[src/rtl/cam_ctrl_pkg.sv]
// Shared op codes, response status codes and controller FSM states for the CAM
// command front-end.
package cam_ctrl_pkg;

    typedef enum logic [1:0] {
        OP_SEARCH = 2'd0,
        OP_INSERT = 2'd1,
        OP_DELETE = 2'd2,
        OP_CLEAR  = 2'd3
    } op_t;

    typedef enum logic [1:0] {
        RSP_OK   = 2'd0,
        RSP_MISS = 2'd1,
        RSP_DUP  = 2'd2,
        RSP_FULL = 2'd3
    } status_t;

    typedef enum logic [2:0] {
        S_IDLE,
        S_LOOKUP,
        S_DECIDE,
        S_WRITE,
        S_RESP
    } state_t;

endpackage

[src/rtl/cam_free_finder.sv]
// Combinational lowest-free-slot finder over the occupancy bitmap.
module cam_free_finder #(
    parameter int ADDR_WIDTH = 2
) (
    input  logic [2**ADDR_WIDTH-1:0] valid_map,
    output logic                     free_valid,
    output logic [ADDR_WIDTH-1:0]    free_addr
);

    localparam int unsigned DEPTH = 2**ADDR_WIDTH;

    // Scan from the top down so the last assignment is the lowest free index.
    always_comb begin
        free_valid = 1'b0;
        free_addr  = '0;
        for (int unsigned i = DEPTH; i > 0; i--) begin
            if (!valid_map[i-1]) begin
                free_valid = 1'b1;
                free_addr  = ADDR_WIDTH'(i - 1);
            end
        end
    end

endmodule

[src/rtl/cam_cmd_ctrl.sv]
// INSERT/SEARCH/DELETE/CLEAR front-end for a CAM with an occupancy bitmap.
// Optional occupancy count output enabled by defining CAM_CTRL_COUNT_EN.
module cam_cmd_ctrl
    import cam_ctrl_pkg::*;
#(
    parameter int DATA_WIDTH = 4,
    parameter int ADDR_WIDTH = 2,
    parameter int CAM_LAT    = 1
) (
    input  logic                  clk,
    input  logic                  rst,
    input  logic                  cmd_valid,
    output logic                  cmd_ready,
    input  logic [1:0]            cmd_op,
    input  logic [DATA_WIDTH-1:0] cmd_data,
    output logic                  rsp_valid,
    input  logic                  rsp_ready,
    output logic [1:0]            rsp_status,
    output logic [ADDR_WIDTH-1:0] rsp_addr,
    output logic                  cam_write_enable,
    output logic [ADDR_WIDTH-1:0] cam_write_addr,
    output logic [DATA_WIDTH-1:0] cam_din,
    input  logic                  cam_match,
    input  logic [ADDR_WIDTH-1:0] cam_match_addr
`ifdef CAM_CTRL_COUNT_EN
    ,
    output logic [ADDR_WIDTH:0]   occupancy
`endif
);

    localparam int DEPTH = 2**ADDR_WIDTH;
    localparam int CW    = (CAM_LAT > 1) ? $clog2(CAM_LAT) : 1;

    state_t                r_state;
    state_t                w_next;
    op_t                   r_op;
    logic [CW-1:0]         r_lat_cnt;
    logic [DEPTH-1:0]      r_valid;
    status_t               r_status;
    logic [ADDR_WIDTH-1:0] r_addr;
    logic [ADDR_WIDTH-1:0] r_wr_addr;
    logic [DATA_WIDTH-1:0] r_din;
    logic                  w_hit;
    logic                  w_free_valid;
    logic [ADDR_WIDTH-1:0] w_free_addr;

    cam_free_finder #(
        .ADDR_WIDTH (ADDR_WIDTH)
    ) u_free_finder (
        .valid_map  (r_valid),
        .free_valid (w_free_valid),
        .free_addr  (w_free_addr)
    );

    // Stale CAM contents are masked off by the bitmap.
    assign w_hit = cam_match & r_valid[cam_match_addr];

    always_ff @(posedge clk or negedge rst) begin
        if (!rst) r_state <= S_IDLE;
        else      r_state <= w_next;
    end

    always_comb begin
        w_next = r_state;
        case (r_state)
            S_IDLE:   if (cmd_valid) w_next = (cmd_op == OP_CLEAR) ? S_DECIDE : S_LOOKUP;
            S_LOOKUP: if (r_lat_cnt == '0) w_next = S_DECIDE;
            S_DECIDE: w_next = (r_op == OP_INSERT && !w_hit && w_free_valid) ? S_WRITE : S_RESP;
            S_WRITE:  w_next = S_RESP;
            S_RESP:   if (rsp_ready) w_next = S_IDLE;
            default:  w_next = S_IDLE;
        endcase
    end

    always_ff @(posedge clk or negedge rst) begin
        if (!rst) begin
            r_op      <= OP_SEARCH;
            r_lat_cnt <= '0;
            r_valid   <= '0;
            r_status  <= RSP_OK;
            r_addr    <= '0;
            r_wr_addr <= '0;
            r_din     <= '0;
        end else begin
            case (r_state)
                S_IDLE: if (cmd_valid) begin
                    r_op      <= op_t'(cmd_op);
                    r_din     <= cmd_data;
                    r_lat_cnt <= CW'(CAM_LAT - 1);
                end
                S_LOOKUP: if (r_lat_cnt != '0) r_lat_cnt <= r_lat_cnt - CW'(1);
                S_DECIDE: begin
                    r_status <= RSP_OK;
                    r_addr   <= '0;
                    case (r_op)
                        OP_SEARCH, OP_DELETE: begin
                            if (w_hit) begin
                                r_addr <= cam_match_addr;
                                if (r_op == OP_DELETE) r_valid[cam_match_addr] <= 1'b0;
                            end else begin
                                r_status <= RSP_MISS;
                            end
                        end
                        OP_INSERT: begin
                            if (w_hit) begin
                                r_status <= RSP_DUP;
                                r_addr   <= cam_match_addr;
                            end else if (!w_free_valid) begin
                                r_status <= RSP_FULL;
                            end else begin
                                r_addr    <= w_free_addr;
                                r_wr_addr <= w_free_addr;
                            end
                        end
                        default: r_valid <= '0;
                    endcase
                end
                S_WRITE: r_valid[r_wr_addr] <= 1'b1;
                default: ;
            endcase
        end
    end

    assign cmd_ready        = (r_state == S_IDLE);
    assign rsp_valid        = (r_state == S_RESP);
    assign cam_write_enable = (r_state == S_WRITE);
    assign cam_write_addr   = r_wr_addr;
    assign cam_din          = r_din;
    assign rsp_status       = r_status;
    assign rsp_addr         = r_addr;

`ifdef CAM_CTRL_COUNT_EN
    logic [ADDR_WIDTH:0] r_occ;
    logic [ADDR_WIDTH:0] w_pop;

    always_comb begin
        w_pop = '0;
        for (int unsigned i = 0; i < DEPTH; i++) w_pop = w_pop + (ADDR_WIDTH+1)'(r_valid[i]);
    end

    always_ff @(posedge clk or negedge rst) begin
        if (!rst) r_occ <= '0;
        else      r_occ <= w_pop;
    end

    assign occupancy = r_occ;
`endif

endmodule

[config.mk]
export PLATFORM = sky130hd
export DESIGN_NAME = cam_cmd_ctrl
export DESIGN_NICKNAME = d
export VERILOG_FILES = /design/src/rtl/cam_ctrl_pkg.sv /design/src/rtl/cam_free_finder.sv /design/src/rtl/cam_cmd_ctrl.sv
export SDC_FILE = /design/constraint.sdc
export NUM_CORES = 1
export LEC_CHECK = 0
export ABC_AREA = 1
export CAP_MARGIN = 30
export CORE_MARGIN = 2
export CORE_UTILIZATION = 45
export CTS_CLUSTER_DIAMETER = 80
export DETAILED_ROUTE_END_ITERATION = 16
export PLACE_DENSITY = 0.82
export SYNTH_ARGS = -nofsm -noshare
export SYNTH_HDL_FRONTEND = slang
export SYNTH_SLANG_ARGS = --single-unit
[constraint.sdc]
create_clock -name clk -period 1.3 [get_ports clk]
set_input_delay 0.325 -clock clk [delete_from_list [all_inputs] [get_ports clk]]
set_output_delay 0.325 -clock clk [all_outputs]
set_load 0.01 [all_outputs]
=== After elaboration in Yosys (flattened, before gate mapping) ===
Index checks and enable logic that the tools add are counted.

* Add/subtract/negate cells: 1
* Multiply operators: 0
* Divide/modulo/power cells: 0
* $lt $le $gt $ge: 4
* Eq/ne operators: 13
* Shift operators: 0
* Muxes and demuxes: 35
* Bitwise operators: 5
* Reduce and logical (&&, ||, !) cells: 15

{| class="wikitable"
|+ Operators with widths
! kind !! count
|-
| $mux 2 || 10
|-
| $pmux 4 s2 || 2
|-
| $pmux 3 s5 || 1
|-
| $mux 3 || 4
|-
| $mux 1 || 10
|-
| $mux 4 || 2
|-
| $pmux 2 s2 || 2
|-
| $reduce_and 4->1 || 2
|-
| $eq 3x2->1 const B || 2
|-
| $lt 2x3->1 const B || 2
|-
| $ne 2x2->1 const B || 3
|-
| $ne 3x3->1 const B || 2
|-
| $and 4x4->4 || 1
|-
| $demux 1 s2 || 2
|-
| $eq 2x2->1 const B || 2
|-
| $ge 2x1->1 const B || 2
|-
| $logic_and 1x1->1 || 4
|-
| $not 4->4 || 1
|-
| $or 4x4->4 || 1
|-
| $reduce_and 2->1 || 2
|-
| $reduce_bool 2->1 || 2
|-
| $eq 3x1->1 const B || 1
|-
| $eq 3x3->1 const B || 1
|-
| $logic_not 3->1 || 1
|-
| other kinds (11) || 11
|}

* Register bits after elaboration: 20
* Latch bits: 0
* Bits in writable memories: 0
* ROM bits: 0
* Input bits: 13
* Logic and storage cells: 81
* Memories: 0

=== Longest topological paths before layout ===
Gate-level depths: netlist of the first run.

* Depth after elaboration: 10
* Mapped depth: 10
* Depth with buffers taken out: 10

=== By module ===
A second synthesis of the first run with hierarchy kept.

* Cell total of the unflattened synthesis: 141
* Area, all modules: 1087.3 sq um

{| class="wikitable"
|+ By module, submodules not included
! module !! times used !! cells an instance !! area each (sq um) !! sequential area each (sq um)
|-
| cam_cmd_ctrl || 1 || 132 || 1051.0 || 475.5
|-
| cam_free_finder || 1 || 9 || 36.3 || 0.0
|}

=== Least setup slack after synthesis of the first run ===
No wires, ideal clock.

* Path type: flip-flop to flip-flop
* Start: register r_state[1]
* End: register r_din[0], in the netlist cam_din[0]
* Library setup time: 125 ps
* Arrival time: 1042 ps
* Required time: 1175 ps
* Setup slack: 133 ps
* Stages on the path, launching flop included: 6
* Period minus slack after synthesis: 1167 ps
* Cells stage by stage: dfrtp_1 > nor2_1 > nand2_1 > inv_2 > nand2_4 > mux2_4

* Cells in the longest elaborated chain, start to end: 2

{| class="wikitable"
|+ Ends and longest elaborated chain
! item !! line !! RTL
|-
| from (decl) || cam_cmd_ctrl.sv:34 || <nowiki>state_t r_state;</nowiki>
|-
| from (signal assigned) || cam_cmd_ctrl.sv:60 || <nowiki>else r_state <= w_next;</nowiki>
|-
| $logic_not 3->1 || n/a ||
|-
| via cmd_ready || cam_cmd_ctrl.sv:13 || <nowiki>output logic cmd_ready,</nowiki>
|-
| $reduce_and 2->1 (no source line) || n/a ||
|-
| to (signal assigned) || cam_cmd_ctrl.sv:88 || <nowiki>r_din <= cmd_data;</nowiki>
|-
| to (decl) || cam_cmd_ctrl.sv:42 || <nowiki>logic [DATA_WIDTH-1:0] r_din;</nowiki>
|}

The timed path passes the listed nets, and every way through them passes these cells.
A chain may end at the register's enable or synchronous reset.

=== Worst setup path after layout of the first run ===
* Start: register r_state[1]
* End: output port rsp_valid

* Cells in the longest elaborated chain, start to end: 1

{| class="wikitable"
|+ Ends and longest elaborated chain
! item !! line !! RTL
|-
| $eq 3x3->1 || cam_cmd_ctrl.sv:125 || <nowiki>assign rsp_valid = (r_state == S_RESP);</nowiki>
|-
| to (decl) || cam_cmd_ctrl.sv:16 || <nowiki>output logic rsp_valid,</nowiki>
|}

No other way between the ends.

==> results of run 1 <==
how the worst min path moves through the flow:
stage | startpoint | end | slack [ns]
after global routing | rst | cam_din[2] | 0.36
after global placement | rsp_addr[0] | rsp_addr[0] | 0.47
after detailed placement | rsp_addr[1] | rsp_addr[1] | 0.48
after floorplan | rst | cam_din[0] | 0.03
final | rst | cam_din[2] | 0.34
after CTS | rst | cam_din[2] | 0.33
Yosys cell counts, drive strengths merged:
cell type  instances  share of area (%)
nand2             46                 19
dfrtp             19                 46
inv               19                7.0
nand3             13                7.6
o21ai             12                5.9
nor2               8                3.7
a21oi              6                3.3
mux2               4                5.9
a211oi             1               0.73
nor3               1               0.49
area by class of cell:
class	count	area (µm²)	share of cell area (%)
multi-input cells	91	531.8	34.86
flip-flops and latches	19	476.7	31.26
repair buffers	46	380.4	24.94
inverters	19	73.82	4.840
well taps	28	35.03	2.297
clock buffers	3	22.52	1.477
clock inverters	1	5.005	0.3281
timing repair:
action	4_1_cts	5_1_grt
resized for setup	47	14
cloned	0	0
pin swaps	4	1
setup buffers	8	1
endpoints found under the setup margin	21	27
hold buffers	0	0
logic make-up (layout without fill, tap and decap cells):
| family | after synthesis | count (layout) | synth area share, % |
|---|---|---|---|
| AOI/OAI and AO/OA | 19 | 19 | 9.877 |
| buffers and inverters | 19 | 69 | 6.951 |
| and+or+nand+nor | 68 | 68 | 30.98 |
| DFF | 19 | 19 | 46.34 |
| muxes | 4 | 4 | 5.854 |
through the flow:
step / utilization [%] / power (mW) / TNS, ns / setup slack, ns
after floorplan: - / 1.873 / 0 / 0.1326
after global placement: 63.96 / 2.536 / -4.260 / -0.2811
after detailed placement: 63.96 / 2.584 / -5.176 / -0.3799
after CTS: 69.90 / 3.086 / -0.5234 / -0.1549
after global routing: 69.62 / 3.344 / -1.735 / -0.2306
final: 69.62 / 3.104 / -0.4843 / -0.1581
routing by layer:
| layer | share of wire (%) | routed length (µm) | vias to the layer above | global-route usage [%] |
|---|---|---|---|---|
| met5 | 0 | 0 | - | 0 |
| met4 | 2.2 | 53 | 0 | 10.53 |
| met3 | 3.1 | 74 | 5 | 3.161 |
| met2 | 51 | 1205 | 23 | 35.68 |
| met1 | 44 | 1027 | 478 | 22.57 |
| li1 | - | - | 508 | - |
power by group:
| part | internal, mW | leakage [nW] | total, mW | switching [mW] |
|---|---|---|---|---|
| logic | 0.867 | 0.528 | 1.75 | 0.879 |
| registers | 0.840 | 0.240 | 1.05 | 0.213 |
| clock network | 0.115 | 0.0177 | 0.305 | 0.190 |
worst reg2reg max path, delay by kind of cell (launching register included):
family	cells	cell delay (ns)
flip-flops	1	0.43
AND/OR/NAND/NOR	6	0.36
buffers and inverters	4	0.42
state kept, by name, summed over array words and instances, names as in the netlist:
register	count
rsp_status	2
cam_write_addr	2
r_state	3
rsp_addr	2
cam_din	4
r_valid	4
r_op	2
==> flow_summary.ini, run 1 <==
[grt]
grt_max_degree = 20
grt_pass1_wl_mm = 3.877
antenna_found_initial = 0
first_global_vias = 980
gr-total-overflow = 0
track_usage_pct = 19.91

[detailed_routing]
drt_iter0_drc = 17
drc = 0
routed_wl_mm = 2.360
drt_first_pass_iters = 4
via_per_inst = 4.899
postRouteAntennaNets = 0
routedWlPerCell_um = 11.40
vias = 1014

[critical_path]
cp_cell_sequence = buf_6 > nor3_4 > buf_2
critical_path_arrival_ns = 1.13
crit_fanout = 3
crit_buf_inv = 2
crit_slowest_cell = dfrtp_1
crit_cells = 3
crit_type = flop to output pin
r2r-end = r_valid[3]
r2r_slack_ns = -0.01
endpoint_kind = output pin
worstSetupEndpoint = rsp_valid
critPathLaunchType = flop
r2r_start = r_state[1]
setup.worst_path.start = r_state[1]
r2r_cells = 10
critPathTopFamily = flip-flops
required_ns = 0.98
slowest_delay_ns = 0.43

[die]
dieArea_um2 = 2678
die_x_um = 51.75
rows = 17
io_pins = 26
die_height_um = 51.75
core_um2 = 2191
initial_core_util_pct = 46.83

[power]
ir_drop_v = 0.001415
p_per_area_nw_per_um2 = 2035
leakagePower_nw = 0.7859

[clock_network]
htree_levels = 1
clk_pin_slew_ns = 0.11
cts.path.max_buffers = 2
cts_buffers = 3
root_buffer = clkbuf_4
cts_tree = yes
insertion_delay_ns = 0.31
clkSinkCount = 19

[placement]
gp_congestion = 0.8323
portBuffers = 25
dpl_cell_area_um2 = 1401
dp_hpwl_mm = 1.741
placed_cells = 194

[yosys]
ys_ff_latch = 19
syn_nets = 142
syn_area_per_cell_um2 = 7.953
ys_seq_area_share_pct = 46.34
ys_types = 17
synth_area_um2 = 1026
syn_inst = 129
yosysWarnings = 0

[timing]
setup_ws_ns = -0.1581
hold_ws_ns = 0.3382
slew_violations = 0
worst_slew_pin_slew_ns = 0.2872
hold_viol_final = 0
clock_skew_ns = 0.007952
rsz0062_at_grt = true
maxSlewHeadroom_pct = 80.65
timing.fmax_mhz = 685.8
period_needed_ns = 1.458
finalCritPeriodShare_pct = 112.2
finalSetupViolCount = 11

[finish]
final_common_cell = nand2_1
syn_to_final_growth_pct = 48.66
fin_cells = 207
layout_common_cells = nand2_1 (38), dfrtp_1 (18), buf_4 (18), inv_1 (12)
num-nets-final = 193
fin_area_um2 = 1525
n_antenna_cell = 0
drive_gt1_share_pct = 36.31
nFillCells = 171

[run_status]
violations = setup timing
outcome = complete, but fails checks

[min_path]
holdCritPathClass = primary input to asynchronous set/reset pin

[job]
cap_violations = 0
Note: power is estimated with default switching activity, not from simulation.
==> run 2, diff against run 1 <==
CORE_MARGIN = not set   (was 2)
==> flow_summary.ini, run 2 (synthesis gave the netlist of run 1 again) <==
[finish]
final_common_cell = nand2_1
n_antenna_cell = 0
num-nets-final = 198
layout_common_cells = nand2_1 (36), buf_4 (20), dfrtp_1 (17), inv_1 (12), nand3_1 (11)
multi_input_area_um2 = 564.3
syn_to_final_growth_pct = 59.39
drive_gt1_share_pct = 38.04
final-seq-area_um2 = 478.0
nFillCells = 137

[die]
die_height_um = 49.75
io_pins = 26
rows = 16
core_um2 = 2042
dieArea_um2 = 2475
initial_core_util_pct = 50.25
die_x_um = 49.75

[clock_network]
htree_levels = 1
cts.path.max_buffers = 2
clk_pin_slew_ns = 0.11
clkSinkCount = 19
cts_hold_buffers = 0
cts_buffers = 3
cts_tree = yes
insertion_delay_ns = 0.30
root_buffer = clkbuf_4

[detailed_routing]
via_per_inst = 5.336
drt_first_pass_iters = 4
postRouteAntennaNets = 0
drc = 0
vias = 1126
routed_wl_mm = 3.154
drt_iter0_drc = 30
routedWlPerCell_um = 14.95

[power]
swShare_pct = 42.63
p_per_area_nw_per_um2 = 2109
leakagePower_nw = 0.8324
internal_power_mw = 1.979
ir_drop_v = 0.001445
p_clk_share_pct = 8.7
switchingPower_mw = 1.471
seqPwrFrac_pct = 31.7
combPwrFrac_pct = 59.6

[grt]
track_usage_pct = 25.08
gr-total-overflow = 0
first_global_vias = 1098
antenna_found_initial = 0
grt_max_degree = 20
grt_pass1_wl_mm = 4.602

[critical_path]
required_ns = 0.98
setup.worst_path.start = r_state[2]
crit_slowest_cell = dfrtp_1
crit_type = flop to output pin
endpoint_kind = output pin
slowest_delay_ns = 0.42
crit_fanout = 3
critPathLaunchType = flop
cp_cell_sequence = inv_2 > nand2_4 > nor2_4 > buf_6
critical_path_arrival_ns = 1.16
r2r_start = r_state[0]

[timing]
finalSetupTns_ns = -1.039
clock_skew_ns = 0.006256
slew_violations = 0
hold_viol_final = 0
maxSlewHeadroom_pct = 74.34
finalCritPeriodShare_pct = 114.6
period_needed_ns = 1.489
rsz0062_at_grt = true
worst_slew_pin_slew_ns = 0.3809
timing.fmax_mhz = 671.5
setup_ws_ns = -0.1892
finalSetupViolCount = 18

[placement]
dp_hpwl_mm = 1.894
portBuffers = 25
place_ws_ns = -0.3547
gp_congestion = 0.8232

[run_status]
outcome = complete, but fails checks
violations = setup timing

[job]
cap_violations = 0

[min_path]
holdCritPathClass = primary input to asynchronous set/reset pin
==> run 2: cell types whose count changed in the layout (fill, tap and decap cells not counted), sizes merged <==
cell / change
clkdlybuf4s50: -1
buf: +5
dlymetal6s2s: +1
clkdlybuf4s15: +5
clkinv: -1
clkbuf: -4
==> run 2: repair_timing <==
action | in CTS | in global routing
gates cloned | 0 | 0
setup endpoints to repair | 23 | 26
pin swaps | 4 | 7
buffers inserted | 8 | 7
gates resized for setup | 43 | 27
==> run 2: path summary, 6_finish.rpt <==
check	end	slack, ns	cells past startpoint
max	cam_write_enable	-0.19	4
min	cam_write_addr[0]	0.34	2
max reg2reg	r_op[1]	-0.08	8
min reg2reg	rsp_status[1]	0.50	2
max in group asynchronous	r_state[0]	0.74	2
min in group clk	rsp_status[1]	0.50	2
==> run 2: worst max-delay path: cells and delay by family (launching register included) <==
family                 cells  cell delay, ns
flip-flops                 1            0.42
AND/OR/NAND/NOR            2            0.21
buffers and inverters      2            0.23
==> run 2: layout make-up <==
type / instances / area share [%]
Multi-Input combinational cell: 91 / 34.51
Sequential cell: 19 / 29.23
Timing Repair Buffer: 51 / 27.93
Inverter: 19 / 4.667
Tap cell: 27 / 2.066
Clock buffer: 4 / 1.607
==> run 2: through the flow <==
step / instances / total power [mW] / area (µm²) / hold WS (ns) / utilization, %
global route: 211 / 3.661 / 1635 / 0.3725 / 80.09
detailed placement: 194 / 2.605 / 1408 / 0.4734 / 68.93
floorplan: 129 / 1.873 / 1026 / 0.02941 / -
finish: 211 / 3.450 / 1635 / 0.3382 / 80.09
global placement: 194 / 2.549 / 1408 / 0.4677 / 68.93
CTS: 206 / 3.103 / 1535 / 0.3433 / 75.18
==> run 2: metal layers <==
| layer | track usage [%] | vias to the layer above | wire (µm) | share of wire [%] |
|---|---|---|---|---|
| li1 | - | 520 | - | - |
| met1 | 28.40 | 529 | 1216 | 39 |
| met2 | 45.27 | 61 | 1647 | 52 |
| met3 | 3.704 | 16 | 176 | 5.6 |
| met4 | 12.38 | 0 | 114 | 3.6 |
| met5 | 0 | - | 0 | 0 |
==> run 2: power by group through the flow <==
stage	Clock (mW)	Sequential [mW]	Combinational, mW
floorplan	0	1.08	0.790
global placement	0	1.03	1.52
detailed placement	0	1.04	1.56
CTS	0.307	1.04	1.76
global route	0.323	1.12	2.22
finish	0.301	1.09	2.06
